### config.mk
export PLATFORM = sky130hd
export DESIGN_NAME = rn_fl_ckpt_flat
export DESIGN_NICKNAME = d
export VERILOG_FILES = /design/src/rtl/rn_fl_ckpt_pkg.sv /design/src/rtl/rn_fl_ckpt_if.sv /design/src/rtl/rn_fl_sel.sv /design/src/rtl/rn_fl_ckpt.sv /design/src/flat_wrapper.sv
export SDC_FILE = /design/constraint.sdc
export NUM_CORES = 1
export LEC_CHECK = 0
export CORE_AREA = 3 3 313 315
export CTS_CLUSTER_SIZE = 12
export DETAILED_ROUTE_END_ITERATION = 8
export DIE_AREA = 0 0 316 318
export PLACE_DENSITY = 0.51
export SETUP_SLACK_MARGIN = 0.15
export SYNTH_ARGS = -nofsm -noshare
export SYNTH_HDL_FRONTEND = slang
export SYNTH_SLANG_ARGS = --single-unit
### constraint.sdc
create_clock -name clk -period 66.7 [get_ports clk]
set_input_delay 6.67 -clock clk [delete_from_list [all_inputs] [get_ports clk]]
set_output_delay 6.67 -clock clk [all_outputs]
set_load 0.05 [all_outputs]
### src/rtl/rn_fl_ckpt_pkg.sv
// Shared configuration for the rename free list: PR width default and lane-count limits.
// Latency: n/a (types, constants and helpers only).
// Backpressure: n/a.

`ifndef NCPU_PRF_AW
`define NCPU_PRF_AW 6
`endif

package rn_fl_ckpt_pkg;

    // Default physical register index width (N_PRF = 1 << PRF_AW_DFLT).
    localparam int PRF_AW_DFLT = `NCPU_PRF_AW;

    // Issue and commit widths are given as log2 and are legal in 0..LANE_LOG_MAX.
    localparam int LANE_LOG_MAX = 2;

    // Width of the per-PR running free count in the selector; it saturates at IW <= 4.
    localparam int SEL_RANK_W = LANE_LOG_MAX + 1;

    // Which source updates the live free list this cycle, in priority order.
    typedef enum logic [1:0] {
        MODE_NORMAL   = 2'd0,
        MODE_RESTORE  = 2'd1,
        MODE_ROLLBACK = 2'd2
    } fl_mode_e;

    // Index widths are never allowed to collapse to zero bits.
    function automatic int max1(input int v);
        return (v < 1) ? 1 : v;
    endfunction

endpackage

### src/rtl/rn_fl_ckpt_if.sv
// Rename/commit side bundle of the free list: allocation lanes, checkpoint control, commit lanes.
// Latency: wires only.
// Backpressure: fl_stall_req from the slave holds rename; commit lanes are never stalled.

interface rn_fl_ckpt_if
    import rn_fl_ckpt_pkg::*;
#(
    parameter int CONFIG_P_ISSUE_WIDTH  = 1,
    parameter int CONFIG_P_COMMIT_WIDTH = 1,
    parameter int CONFIG_P_PRF_AW       = PRF_AW_DFLT,
    parameter int CONFIG_P_N_CKPT       = 2
);
    localparam int IW    = 1 << CONFIG_P_ISSUE_WIDTH;
    localparam int CW    = 1 << CONFIG_P_COMMIT_WIDTH;
    localparam int AW    = CONFIG_P_PRF_AW;
    localparam int NC_AW = CONFIG_P_N_CKPT;
    localparam int IW_AW = max1(CONFIG_P_ISSUE_WIDTH);

    logic [IW-1:0]      pop;
    logic [IW-1:0]      lrd_we;
    logic [IW*AW-1:0]   fl_prd;
    logic               fl_stall_req;
    logic               ckpt_take;
    logic [IW_AW-1:0]   ckpt_lane;
    logic [NC_AW-1:0]   ckpt_id;
    logic               ckpt_full;
    logic               ckpt_release;
    logic               rb_ckpt;
    logic [NC_AW-1:0]   rb_ckpt_id;
    logic               rollback;
    logic [CW-1:0]      cmt_fire;
    logic [CW-1:0]      cmt_prd_we;
    logic [CW*AW-1:0]   cmt_prd;
    logic [CW*AW-1:0]   cmt_pfree;
    logic               fl_err;

    modport master (
        output pop, lrd_we, ckpt_take, ckpt_lane, ckpt_release, rb_ckpt, rb_ckpt_id,
               rollback, cmt_fire, cmt_prd_we, cmt_prd, cmt_pfree,
        input  fl_prd, fl_stall_req, ckpt_id, ckpt_full, fl_err
    );

    modport slave (
        input  pop, lrd_we, ckpt_take, ckpt_lane, ckpt_release, rb_ckpt, rb_ckpt_id,
               rollback, cmt_fire, cmt_prd_we, cmt_prd, cmt_pfree,
        output fl_prd, fl_stall_req, ckpt_id, ckpt_full, fl_err
    );

endinterface

### src/rtl/rn_fl_sel.sv
// IW-lane free-PR selector: lane j gets the lowest free PR not claimed by a lower writing lane.
// Latency: purely combinational.
// Backpressure: none; gs_o[j]=0 tells the caller lane j has no PR available.

module rn_fl_sel
    import rn_fl_ckpt_pkg::*;
#(
    parameter int IW     = 2,
    parameter int PRF_AW = 6
) (
    input  logic [(1<<PRF_AW)-1:0] free_i,
    input  logic [IW-1:0]          lrd_we_i,
    output logic [IW*PRF_AW-1:0]   prd_o,
    output logic [IW-1:0]          gs_o
);
    localparam int N_PRF = 1 << PRF_AW;
    localparam int RK_W  = SEL_RANK_W;

    logic [RK_W-1:0] pfx  [N_PRF];
    logic [RK_W-1:0] rank [IW];

    // Number of free PRs below each index, saturated at IW (nothing past that can be picked).
    always_comb begin
        logic [RK_W-1:0] run;
        run = '0;
        for (int i = 0; i < N_PRF; i++) begin
            pfx[i] = run;
            if (free_i[i] && (run < RK_W'(IW))) run = run + 1'b1;
        end
    end

    // Lane j wants the free PR whose rank equals the number of writing lanes below it.
    always_comb begin
        for (int j = 0; j < IW; j++) begin
            rank[j] = '0;
            for (int k = 0; k < IW; k++)
                if (k < j) rank[j] = rank[j] + RK_W'(lrd_we_i[k]);
        end
    end

    // Every lane matches against the prefix counts in parallel; at most one PR hits per lane.
    always_comb begin
        prd_o = '0;
        gs_o  = '0;
        for (int j = 0; j < IW; j++) begin
            for (int i = 0; i < N_PRF; i++) begin
                if (free_i[i] && (pfx[i] == rank[j])) begin
                    prd_o[j*PRF_AW +: PRF_AW] = prd_o[j*PRF_AW +: PRF_AW] | PRF_AW'(i);
                    gs_o[j] = 1'b1;
                end
            end
        end
    end

endmodule

### src/rtl/rn_fl_ckpt.sv
// Rename free list with architectural copy and a circular bank of branch checkpoints.
// Latency: offers are combinational; alloc/free/checkpoint/restore take effect next cycle.
// Backpressure: fl_stall_req when a writing lane has no PR or a take finds the bank full.
// Optional NCPU_FL_CHK_EN adds a sticky consistency checker on fl_err.

module rn_fl_ckpt
    import rn_fl_ckpt_pkg::*;
#(
    parameter int CONFIG_P_ISSUE_WIDTH  = 1,
    parameter int CONFIG_P_COMMIT_WIDTH = 1,
    parameter int CONFIG_P_PRF_AW       = PRF_AW_DFLT,
    parameter int CONFIG_P_N_CKPT       = 2
) (
    input  logic          clk,
    input  logic          rst,
    rn_fl_ckpt_if.slave   bus
);
    localparam int IW    = 1 << CONFIG_P_ISSUE_WIDTH;
    localparam int CW    = 1 << CONFIG_P_COMMIT_WIDTH;
    localparam int AW    = CONFIG_P_PRF_AW;
    localparam int N_PRF = 1 << AW;
    localparam int NC    = 1 << CONFIG_P_N_CKPT;
    localparam int NC_AW = CONFIG_P_N_CKPT;
    localparam int IW_AW = max1(CONFIG_P_ISSUE_WIDTH);

    typedef logic [N_PRF-1:0] map_t;
    localparam map_t RST_MAP = {{(N_PRF-1){1'b1}}, 1'b0};   // PR0 is never free

    map_t             fl_q, fl_d;
    map_t             afl_q, afl_d;
    map_t             snap_q [NC];
    map_t             snap_d [NC];
    logic [NC_AW-1:0] wp_q, wp_d;
    logic [NC_AW:0]   cnt_q, cnt_d;

    logic [IW*AW-1:0] sel_prd;
    logic [IW-1:0]    sel_gs;
    map_t             free_m, aclr_m, alloc_m, alloc_pre_m;
    logic             ckpt_full, lane_stall, stall, take_acc, rel_acc;
    logic [NC_AW-1:0] oldest, rb_dist;
    logic             rb_live;
    fl_mode_e         mode;

    rn_fl_sel #(.IW(IW), .PRF_AW(AW)) u_sel (
        .free_i   (fl_q),
        .lrd_we_i (bus.lrd_we),
        .prd_o    (sel_prd),
        .gs_o     (sel_gs)
    );

    // A full bank only stalls a take when no slot is being retired in the same cycle.
    always_comb begin
        ckpt_full  = (cnt_q == (NC_AW+1)'(NC));
        lane_stall = |(bus.lrd_we & ~sel_gs);
        stall      = lane_stall | (bus.ckpt_take & ckpt_full & ~bus.ckpt_release);
        take_acc   = bus.ckpt_take & ~stall;
        rel_acc    = bus.ckpt_release & (cnt_q != '0);
        oldest     = wp_q - cnt_q[NC_AW-1:0];
        rb_dist    = bus.rb_ckpt_id - oldest;
        rb_live    = ({1'b0, rb_dist} < cnt_q);
        if (bus.rollback)     mode = MODE_ROLLBACK;
        else if (bus.rb_ckpt) mode = MODE_RESTORE;
        else                  mode = MODE_NORMAL;
    end

    assign bus.fl_prd       = sel_prd;
    assign bus.fl_stall_req = stall;
    assign bus.ckpt_full    = ckpt_full;
    assign bus.ckpt_id      = wp_q;

    // Commit frees (stale PRs) and aFL clears (newly architectural PRs); PR0 can never become free.
    always_comb begin
        free_m = '0;
        aclr_m = '0;
        for (int j = 0; j < CW; j++) begin
            if (bus.cmt_fire[j] & bus.cmt_prd_we[j]) begin
                free_m[bus.cmt_pfree[j*AW +: AW]] = 1'b1;
                aclr_m[bus.cmt_prd[j*AW +: AW]]   = 1'b1;
            end
        end
        free_m[0] = 1'b0;
    end

    // PRs consumed this cycle, plus the subset up to and including the branch lane for the snapshot.
    always_comb begin
        alloc_m     = '0;
        alloc_pre_m = '0;
        for (int j = 0; j < IW; j++) begin
            if (bus.pop[j] & bus.lrd_we[j] & sel_gs[j]) begin
                alloc_m[sel_prd[j*AW +: AW]] = 1'b1;
                if (IW_AW'(j) <= bus.ckpt_lane) alloc_pre_m[sel_prd[j*AW +: AW]] = 1'b1;
            end
        end
    end

    // Next state: commits always land in aFL and snapshots; the mode picks the live FL source.
    always_comb begin
        afl_d = (afl_q | free_m) & ~aclr_m;
        fl_d  = (fl_q & ~alloc_m) | free_m;
        wp_d  = wp_q;
        cnt_d = cnt_q;
        for (int s = 0; s < NC; s++) snap_d[s] = snap_q[s] | free_m;
        case (mode)
            MODE_ROLLBACK: begin
                fl_d  = afl_d;
                cnt_d = '0;
            end
            MODE_RESTORE: begin
                fl_d  = snap_q[bus.rb_ckpt_id] | free_m;
                wp_d  = bus.rb_ckpt_id + 1'b1;
                cnt_d = {1'b0, rb_dist} + 1'b1;
            end
            default: begin
                if (take_acc) begin
                    snap_d[wp_q] = (fl_q & ~alloc_pre_m) | free_m;
                    wp_d         = wp_q + 1'b1;
                end
                cnt_d = cnt_q + (NC_AW+1)'(take_acc) - (NC_AW+1)'(rel_acc);
            end
        endcase
    end

    // State registers with synchronous reset to "everything but PR0 free".
    always_ff @(posedge clk) begin
        if (rst) begin
            fl_q  <= RST_MAP;
            afl_q <= RST_MAP;
            for (int s = 0; s < NC; s++) snap_q[s] <= RST_MAP;
            wp_q  <= '0;
            cnt_q <= '0;
        end else begin
            fl_q  <= fl_d;
            afl_q <= afl_d;
            for (int s = 0; s < NC; s++) snap_q[s] <= snap_d[s];
            wp_q  <= wp_d;
            cnt_q <= cnt_d;
        end
    end

`ifdef NCPU_FL_CHK_EN
    logic err_q, err_d;

    // Any bookkeeping inconsistency latches the error until reset.
    always_comb begin
        err_d = err_q;
        for (int j = 0; j < CW; j++) begin
            if (bus.cmt_fire[j] & bus.cmt_prd_we[j]) begin
                if (bus.cmt_pfree[j*AW +: AW] == '0)    err_d = 1'b1;
                if (fl_q[bus.cmt_pfree[j*AW +: AW]])    err_d = 1'b1;
            end
        end
        if (mode == MODE_NORMAL) begin
            for (int j = 0; j < IW; j++)
                if (bus.pop[j] & bus.lrd_we[j] & ~(sel_gs[j] & fl_q[sel_prd[j*AW +: AW]]))
                    err_d = 1'b1;
        end
        if (bus.ckpt_release && (cnt_q == '0))     err_d = 1'b1;
        if ((mode == MODE_RESTORE) && !rb_live)    err_d = 1'b1;
    end

    // Sticky error flag.
    always_ff @(posedge clk) begin
        if (rst) err_q <= 1'b0;
        else     err_q <= err_d;
    end

    assign bus.fl_err = err_q;
`else
    logic unused_rb_live;
    assign unused_rb_live = rb_live;
    assign bus.fl_err     = 1'b0;
`endif

endmodule

### src/flat_wrapper.sv
// flat-port wrapper written by rule: the top's interface ports become plain ports
module rn_fl_ckpt_flat import rn_fl_ckpt_pkg::*;
#(
    parameter int CONFIG_P_ISSUE_WIDTH  = 1,
    parameter int CONFIG_P_COMMIT_WIDTH = 1,
    parameter int CONFIG_P_PRF_AW       = PRF_AW_DFLT,
    parameter int CONFIG_P_N_CKPT       = 2
)
  (clk, rst, bus_pop, bus_lrd_we, bus_ckpt_take, bus_ckpt_lane, bus_ckpt_release, bus_rb_ckpt, bus_rb_ckpt_id, bus_rollback, bus_cmt_fire, bus_cmt_prd_we, bus_cmt_prd, bus_cmt_pfree, bus_fl_prd, bus_fl_stall_req, bus_ckpt_id, bus_ckpt_full, bus_fl_err);
  rn_fl_ckpt_if #(.CONFIG_P_ISSUE_WIDTH(CONFIG_P_ISSUE_WIDTH), .CONFIG_P_COMMIT_WIDTH(CONFIG_P_COMMIT_WIDTH), .CONFIG_P_PRF_AW(CONFIG_P_PRF_AW), .CONFIG_P_N_CKPT(CONFIG_P_N_CKPT)) bus_i ();
  input  logic clk;
  input  logic rst;
  input wire logic [$bits(bus_i.pop)-1:0] bus_pop;
  input wire logic [$bits(bus_i.lrd_we)-1:0] bus_lrd_we;
  input wire logic [$bits(bus_i.ckpt_take)-1:0] bus_ckpt_take;
  input wire logic [$bits(bus_i.ckpt_lane)-1:0] bus_ckpt_lane;
  input wire logic [$bits(bus_i.ckpt_release)-1:0] bus_ckpt_release;
  input wire logic [$bits(bus_i.rb_ckpt)-1:0] bus_rb_ckpt;
  input wire logic [$bits(bus_i.rb_ckpt_id)-1:0] bus_rb_ckpt_id;
  input wire logic [$bits(bus_i.rollback)-1:0] bus_rollback;
  input wire logic [$bits(bus_i.cmt_fire)-1:0] bus_cmt_fire;
  input wire logic [$bits(bus_i.cmt_prd_we)-1:0] bus_cmt_prd_we;
  input wire logic [$bits(bus_i.cmt_prd)-1:0] bus_cmt_prd;
  input wire logic [$bits(bus_i.cmt_pfree)-1:0] bus_cmt_pfree;
  output wire logic [$bits(bus_i.fl_prd)-1:0] bus_fl_prd;
  output wire logic [$bits(bus_i.fl_stall_req)-1:0] bus_fl_stall_req;
  output wire logic [$bits(bus_i.ckpt_id)-1:0] bus_ckpt_id;
  output wire logic [$bits(bus_i.ckpt_full)-1:0] bus_ckpt_full;
  output wire logic [$bits(bus_i.fl_err)-1:0] bus_fl_err;
  assign bus_i.pop = bus_pop;
  assign bus_i.lrd_we = bus_lrd_we;
  assign bus_i.ckpt_take = bus_ckpt_take;
  assign bus_i.ckpt_lane = bus_ckpt_lane;
  assign bus_i.ckpt_release = bus_ckpt_release;
  assign bus_i.rb_ckpt = bus_rb_ckpt;
  assign bus_i.rb_ckpt_id = bus_rb_ckpt_id;
  assign bus_i.rollback = bus_rollback;
  assign bus_i.cmt_fire = bus_cmt_fire;
  assign bus_i.cmt_prd_we = bus_cmt_prd_we;
  assign bus_i.cmt_prd = bus_cmt_prd;
  assign bus_i.cmt_pfree = bus_cmt_pfree;
  assign bus_fl_prd = bus_i.fl_prd;
  assign bus_fl_stall_req = bus_i.fl_stall_req;
  assign bus_ckpt_id = bus_i.ckpt_id;
  assign bus_ckpt_full = bus_i.ckpt_full;
  assign bus_fl_err = bus_i.fl_err;
  rn_fl_ckpt #(.CONFIG_P_ISSUE_WIDTH(CONFIG_P_ISSUE_WIDTH), .CONFIG_P_COMMIT_WIDTH(CONFIG_P_COMMIT_WIDTH), .CONFIG_P_PRF_AW(CONFIG_P_PRF_AW), .CONFIG_P_N_CKPT(CONFIG_P_N_CKPT)) u_core (.clk(clk), .rst(rst), .bus(bus_i));
endmodule
# After elaboration in Yosys (flattened, before gate mapping)
# Memory sizes are Yosys's and may differ from the RTL's.
# Cells that the tools add are included.
# W data, S select, Z words.
# word_totals
regBits	133
mem_bits_rw	256
input_bits	41
wordCells	884
n_memories	1
# op_classes
addsub	69
order_cmp	78
eq_ne	66
muxes	362
bitwise_logic	39
reduce_logical	265
# memory_table
name	words	width	read_ports	rd_ports_with_merged_regs	wr	line	rtl
u_core.snap_q	4	64	5	0	4	rn_fl_ckpt.sv:31	map_t snap_q [NC];
# ops
op	count
$mux W64	17
$mux W256	3
$or A64 B64 Y64	12
$mux W6	64
$bwmux W256	1
$mux W3	70
$logic_and A1 B1 Y1	196
$and A64 B64 Y64	3
$logic_not A3 Y1	64
$not A64 Y64	3
$eq A3 B1 Y1	63
$add A3 B1 Y3 const B	62
$lt A3 B2 Y1 const B	62
$mux W5	32
$mux W1	141
$demux W64 S2	1
$pmux W64 S2	1
$mux W4	16
$lt A6 B7 Y1 const B	6
$demux W1 S6	6
$ge A6 B1 Y1 const B	6
$mux W2	8
$and A1 B1 Y1	10
$pmux W3 S2	1
20 further kinds	31

# Logic depth before layout (Yosys ltp)
# Gate-level depths: netlist (run 1).
# depth
depth_word	209
mapped_depth	220
ltp_nobuf	206

# Modules after synthesis
# From an unflattened synthesis (run 1), not the netlist that was laid out.
# unflattened
hier_cells	4230
hier_area_um2	34425.5
# by_module_without_submodules
mod	instances	cells_each	area_per_inst_um2
rn_fl_ckpt	1	2264	20405.8
rn_fl_sel	1	1966	14019.7

# Worst setup path before layout (run 1)
# No wires, ideal clock.
# synth_timing
path_type	reg-to-output
from	register u_core.fl_q[0]
to	output port bus_fl_prd[0]
t_arrival_ns	41.821
path_slack_ns	18.209
path_stages_with_launch	199
path_cell_list	dfxtp_1 -> inv_1 -> ha_1 -> buf_2 -> buf_6 -> xor2_1 -> ha_1 -> nand2b_1 -> a211o_1 -> nand3_1 -> inv_1 -> ha_1 -> nand2_1 -> o21ai_0 -> ha_1 -> inv_1 -> nand3_1 -> a21oi_1 -> [... 163 more ...] -> inv_1 -> ha_1 -> nand2_1 -> a21oi_1 -> or4_1 -> buf_4 -> xnor2_2 -> inv_2 -> ha_1 -> nor2_1 -> mux2i_1 -> a211oi_2 -> and2_1 -> buf_2 -> mux2i_2 -> nand3_2 -> clkbuf_1 -> nand2_1
# synth_between
elab_chain_cells	190
# synth_rtl
item	line	rtl
start: declaration	rn_fl_ckpt.sv:29	map_t fl_q, fl_d;
start signal: assignment	rn_fl_ckpt.sv:132	fl_q <= fl_d;
$mux W1 *	rn_fl_sel.sv:28	if (free_i[i] && (run < RK_W'(IW))) run = run + 1'b1;
$lt A3 B2 Y1	rn_fl_sel.sv:28	
$logic_and A1 B1 Y1	rn_fl_sel.sv:28	
$mux W3	rn_fl_sel.sv:28	
$lt A3 B2 Y1	rn_fl_sel.sv:28	
$logic_and A1 B1 Y1	rn_fl_sel.sv:28	
$mux W3	rn_fl_sel.sv:28	
$lt A3 B2 Y1	rn_fl_sel.sv:28	
[... 174 more ...]	n/a	
$logic_and A1 B1 Y1	rn_fl_sel.sv:28	
$mux W3	rn_fl_sel.sv:28	
$lt A3 B2 Y1	rn_fl_sel.sv:28	
$logic_and A1 B1 Y1	rn_fl_sel.sv:28	
$mux W3	rn_fl_sel.sv:28	
$logic_not A3 Y1	rn_fl_sel.sv:47	if (free_i[i] && (pfx[i] == rank[j])) begin
$logic_and A1 B1 Y1	rn_fl_sel.sv:47	
$mux W6 *	rn_fl_sel.sv:47	
end: declaration	flat_wrapper.sv:25	output wire logic [$bits(bus_i.fl_prd)-1:0] bus_fl_prd;
# Every way passes the cells marked *; elsewhere a longest branch is shown, timed or not.

# Worst setup path in the final report (run 1)
# Same ends and word-level chain as after synthesis.

==> results of run 1 <==
-- through the flow --
step           cells  instance area [um2]  worst slack (ns)  util (%)
6_report        5399                36200              8.39      38.1
5_1_grt         5398                36200              4.63      38.1
4_1_cts         5398                36200              9.17      38.1
2_1_floorplan   4188                33300             18.21         -
3_3_place_gp    5320                34800             10.59      36.6
3_5_place_dp    5320                34800              9.93      36.6
-- power breakdown --
group | switching (uW) | total, uW | internal (uW)
Clock | 106 | 252 | 146
Sequential | 6.54 | 245 | 239
Combinational | 349 | 543 | 194
Total | 461 | 1040 | 579
-- cells by family after synthesis --
family | count (synthesis)
and+or+nand+nor | 1573
other | 1
xor gates and xnor gates | 208
DFF | 389
AOI/OAI and AO/OA | 1380
buffers and inverters | 403
muxes | 146
adders and majority gates | 88
-- Yosys cell counts (all sizes together) (36+ instances only) --
| cell | count | area [um2] |
|---|---|---|
| nand3 | 141 | 716 |
| nor2 | 359 | 1360 |
| or2 | 69 | 432 |
| a21oi | 171 | 863 |
| mux4 | 64 | 1440 |
| xor2 | 36 | 353 |
| nor3 | 112 | 629 |
| dfxtp | 386 | 7730 |
| o211ai | 284 | 2150 |
| xnor2 | 166 | 1570 |
| o2111ai | 48 | 427 |
| o22ai | 70 | 438 |
| nand4 | 43 | 275 |
| o21ai | 145 | 733 |
| o311ai | 55 | 499 |
| nand2 | 520 | 1960 |
| a221oi | 52 | 455 |
| buf | 124 | 766 |
| a31oi | 108 | 688 |
| clkbuf | 126 | 473 |
| inv | 146 | 548 |
| and3 | 43 | 269 |
| a211oi | 51 | 445 |
| ha | 69 | 863 |
| nand2b | 47 | 294 |
| mux2 | 47 | 548 |
| o31ai | 40 | 324 |
-- state kept, by name, indices dropped and copies added (netlist names), named ones only --
| name | count |
|---|---|
| u_core.cnt_q | 3 |
| u_core.snap_q | 255 |
| u_core.fl_q | 64 |
| u_core.afl_q | 64 |
| u_core.bus.ckpt_id | 2 |
-- worst min-delay path, cell delays in order (launching register included) --
cell	delay (ns)
sky130_fd_sc_hd__dfxtp_1	0.31
sky130_fd_sc_hd__nand3_1	0.06
sky130_fd_sc_hd__nor2_1	0.04
-- per-layer routing --
layer	wire (um)	track usage, %	share of wire, %
met5	16	0	0.011
met4	6420	10.9	4.4
met3	13300	5.02	9.2
met2	61200	40.9	42
met1	63300	39.2	44
-- path summary, 6_finish.rpt --
path / start / to / slack [ns] / cells after the start
max reg2reg: u_core.fl_q[0]$_SDFF_PP0_ / u_core.snap_q[0][26]$_SDFF_PP1_ / 15.05 / 181
max: u_core.fl_q[0]$_SDFF_PP0_ / bus_fl_prd[0] / 8.39 / 180
min reg2reg: u_core.afl_q[0]$_SDFF_PP0_ / u_core.afl_q[0]$_SDFF_PP0_ / 0.46 / 2
min: u_core.afl_q[0]$_SDFF_PP0_ / u_core.afl_q[0]$_SDFF_PP0_ / 0.46 / 2
-- area by class of cell --
class                   count  area, um2  area share, %
clock inverters            11        118          0.324
multi-input cells        3396      23800           65.6
diodes                      1       2.50        0.00690
repair buffers            123       1050           2.90
well taps                1265       1580           4.37
flip-flops and latches    389       7820           21.6
inverters                 147        552           1.52
clock buffers              67       1340           3.70
==> flow_summary.toml, run 1 <==
[logic_synthesis]
yosys.area_share.xor_xnor_pct = 6.17
syn_area_um2 = 33300
complex_gate_fraction_of_the_synthesized_area_pct = 31.3
combinational_family_with_the_most_area_after_synthesis = "compound AO/OA/AOI/OAI gates"
syn_nets = 4300
syn_inst = 4188
synth-edff-count = 3
yosys_warnings = 0
synthMuxAreaShare_pct = 7.11
yosysUniqueCellTypes = 141
mean_area_per_synthesized_cell_um2 = 7.96
ys_async_sr_fraction_pct = 0
synth-main-ff-cell = "sky130_fd_sc_hd__dfxtp_1"
yosysSeqAreaShare_pct = 23.4
synth_simple_gate_area_share_pct = 23.2
post_synth_fa_ha_maj_area_fraction_pct = 3.22
yosys_register_bits = 389

[detailed_routing]
detail_route.wirelength_mm = 144
detail-route-antenna-nets = 0
viasPerCell = 6.43
vias = 34700
wl_per_cell_um = 26.7
detail_route.iter0.violations = 3910
first_pass_iters = 6
post-route-drc-count = 0

[critical_path]
endpoint_kind = "primary output"
largest_delay_contributor_family_on_the_critical_path = "simple AND/OR/NAND/NOR gates"
setup.worst_path.class = "reg2out"
critical-path-max-stage-delay_ns = 0.92
worst_ep_arrival_time_ns = 51.64
cp_max_fo = 28
critPathLaunchType = "flop"
slowest_stage = "sky130_fd_sc_hd__a2111oi_4"
cp_data_required_time_ns = 60.03
most_used_cell_along_the_critical_path = "sky130_fd_sc_hd__ha_1"
path_buf_inv = 17

[power]
ir_worst_vdd_v = 0.0000216
p_total_uw = 1040
power-per-cell-area_nw_per_um2 = 28.7
cellLeakagePower_uw = 0.0137

[cts]
cts_htree_levels = 2
cts_tree = "done"
cts.path.max_buffers = 3
clk_latency_ns = 0.61
post_cts.repair.setup_buffers = 0
number_of_cts_inserted_buffers = 45
clk_pin_slew_ns = 0.06
clockRootBuffer = "sky130_fd_sc_hd__clkbuf_16"
cts-resized-gates = 0
cts_hold_repair_buffers = 0
tritoncts_num_sinks = 389

[die]
number_of_placement_rows = 113
core-area_um2 = 95200
die_height_um = 318
start_util_pct = 35.0
dieWidth_um = 316
pin_count = 58
floorplan.die_area_um2 = 100000

[timing]
rsz_0062_raised_after_global_routing = "no"
finalSetupViolCount = 0
fin_hold_ws_ns = 0.455
clock_period_minus_final_worst_setup_slack_ns = 58.31
fin_skew_ns = 0.0261
slew_violations = 0
timing.slew.headroom_pct = 18.7
slew_at_the_pin_with_the_worst_max_slew_slack_ns = 1.21
period_share_pct = 87.4
fin_setup_tns_ns = 0
hold_viol_final = 0
fmaxAchievable_mhz = 17.2

[placed_design]
finalWeightedCongestion = 0.981
numPortBuffers = 56
hpwl_mm = 110

[cells_and_area]
area.growth.synth_to_final_pct = 8.69
fillers = 9955
layout_commonest_cell = "sky130_fd_sc_hd__nand2_1"
layout_common_cells = "sky130_fd_sc_hd__nand2_1, sky130_fd_sc_hd__dfxtp_1, sky130_fd_sc_hd__nor2_1"
post_route_cells_drive_above_1_share_pct = 11.1
final_nets = 4214

[flow_run]
drv.max_cap_violation_count = 0

[grt]
global_route.usage.total_pct = 27.6
grt_pass1_wl_mm = 214
global_route.overflow_total = 0
vias_in_the_first_global_route = 32200
antenna_violations_before_repair = 5
grt_max_degree = 83

[min_path]
holdCritPathClass = "reg2reg"

[status]
status = "complete, no violations"
Power figures use the tool's default switching activity.
==> run 2, diff against run 1 <==
Clock period 66.7 ns to 69.8 ns, I/O delays scaled along.
==> run 2 against run 1 <==
Net effect:
- critical path depth is the same
- sequential cell count is the same
- global-route usage is essentially flat
- non-clock buffer count shrank 1
- final cell count is essentially flat
- total power shrank 5.1%
- die area is the same
- highest routed layer unchanged
- clock skew shrank 0.0098 ns
- combinational power shrank 4.6%
- register-to-register slack gained 3.1 ns
- cell area shrank 0.12%
==> flow_summary.toml, run 2 (synthesis gave the netlist of run 1 again) <==
[timing]
hold_viol_final = 0
fin_skew_ns = 0.0164
finalSetupViolCount = 0
slew_violations = 0
fin_setup_tns_ns = 0
slew_at_the_pin_with_the_worst_max_slew_slack_ns = 1.20
period_share_pct = 83.9
clock_period_minus_final_worst_setup_slack_ns = 58.55
fmaxAchievable_mhz = 17.1
timing.slew.headroom_pct = 19.3
rsz_0062_raised_after_global_routing = "no"

[critical_path]
slowest_stage = "sky130_fd_sc_hd__a2111oi_4"
worst_ep_arrival_time_ns = 51.57
critical-path-max-stage-delay_ns = 0.91
setup.worst_path.class = "reg2out"
critPathLaunchType = "flop"
most_used_cell_along_the_critical_path = "sky130_fd_sc_hd__ha_1"
cp_data_required_time_ns = 62.82
cp_max_fo = 28
endpoint_kind = "primary output"

[detailed_routing]
wl_per_cell_um = 26.8
detail-route-antenna-nets = 0
detail_route.iter0.violations = 4382
viasPerCell = 6.46
detail_route.wirelength_mm = 145
first_pass_iters = 7
vias = 34900
post-route-drc-count = 0

[cts]
cts_tree = "done"
post_cts.repair.setup_buffers = 0
clk_latency_ns = 0.58
clockRootBuffer = "sky130_fd_sc_hd__clkbuf_16"
clk_pin_slew_ns = 0.06
tritoncts_num_sinks = 389
cts-resized-gates = 0
cts_htree_levels = 2
cts.path.max_buffers = 3
number_of_cts_inserted_buffers = 44
cts_hold_repair_buffers = 0

[grt]
global_route.overflow_total = 0
antenna_violations_before_repair = 7
grt_pass1_wl_mm = 214
vias_in_the_first_global_route = 32200
global_route.usage.total_pct = 27.6
grt_max_degree = 83

[cells_and_area]
area.growth.synth_to_final_pct = 8.57
largestRegisters = "u_core.snap_q (255), u_core.afl_q (64), u_core.fl_q (64)"
layout_commonest_cell = "sky130_fd_sc_hd__nand2_1"
fillers = 9858
max_reg_flops = 255
seq_area_um2 = 7820
max_flop_register = "u_core.snap_q"
post_route_cells_drive_above_1_share_pct = 11.1
multiInputGateArea_um2 = 23800
finish.utilization_pct = 38.1
layout_common_cells = "sky130_fd_sc_hd__nand2_1, sky130_fd_sc_hd__dfxtp_1, sky130_fd_sc_hd__nor2_1"
final_nets = 4212

[power]
p_total_uw = 987
ir_worst_vdd_v = 0.0000207
cellLeakagePower_uw = 0.0137
power-per-cell-area_nw_per_um2 = 27.3

[die]
core-area_um2 = 95200
floorplan.die_area_um2 = 100000
dieWidth_um = 316
start_util_pct = 35.0
pin_count = 58
die_height_um = 318
number_of_placement_rows = 113

[min_path]
holdCritPathClass = "reg2reg"

[placed_design]
hpwl_mm = 110
finalWeightedCongestion = 0.980
numPortBuffers = 56

[status]
status = "complete, no violations"

[flow_run]
drv.max_cap_violation_count = 0
==> run 2: worst max-delay path, delay by kind of cell (launching register included) <==
family / cells / cell delay (ns)
fa+ha+maj: 33 / 8.88
simple gates: 60 / 15.03
mux: 15 / 6.04
flops: 1 / 0.46
buf+inv: 14 / 2.33
xor+xnor: 12 / 4.07
compound gates: 46 / 14.04
==> run 2: area by class of cell <==
cell class | instances | share of cell area, %
diodes | 2 | 0.0138
clock buffers | 65 | 3.59
clock inverters | 16 | 0.328
inverters | 147 | 1.52
multi-input cells | 3396 | 65.7
flip-flops and latches | 389 | 21.6
well taps | 1265 | 4.37
repair buffers | 122 | 2.88
==> run 2: path summary, 6_finish.rpt <==
path         cells past startpoint  slack (ns)                        from                              end
max                            180       11.25   u_core.fl_q[1]$_SDFF_PP1_                    bus_fl_prd[0]
min                              2        0.45  u_core.afl_q[0]$_SDFF_PP0_       u_core.afl_q[0]$_SDFF_PP0_
max reg2reg                    181       18.16   u_core.fl_q[1]$_SDFF_PP1_  u_core.snap_q[0][26]$_SDFF_PP1_
min reg2reg                      2        0.45  u_core.afl_q[0]$_SDFF_PP0_       u_core.afl_q[0]$_SDFF_PP0_
==> run 2: stage by stage <==
stage	instance area, um2	setup WS [ns]	cells	hold slack [ns]
after floorplan	33300	21.00	4188	0.423
after global placement	34800	13.34	5319	0.430
after detailed placement	34800	12.85	5319	0.434
after CTS	36200	12.08	5400	0.444
after global routing	36200	7.33	5401	0.476
final	36200	11.25	5402	0.448
==> run 2: per-layer routing <==
layer  track usage, %  routed length (um)  vias up
met5                0                  11        -
met3             5.50               13500      322
met1             39.2               63800    16900
li1                 -                   -    15900
met2             40.9               61100     1785
met4             9.97                6180        2
==> run 2: where the power goes <==
part / internal, uW / total (uW) / switching, uW
combinational: 185 / 518 / 333
sequential: 228 / 235 / 6.34
clock: 133 / 234 / 101
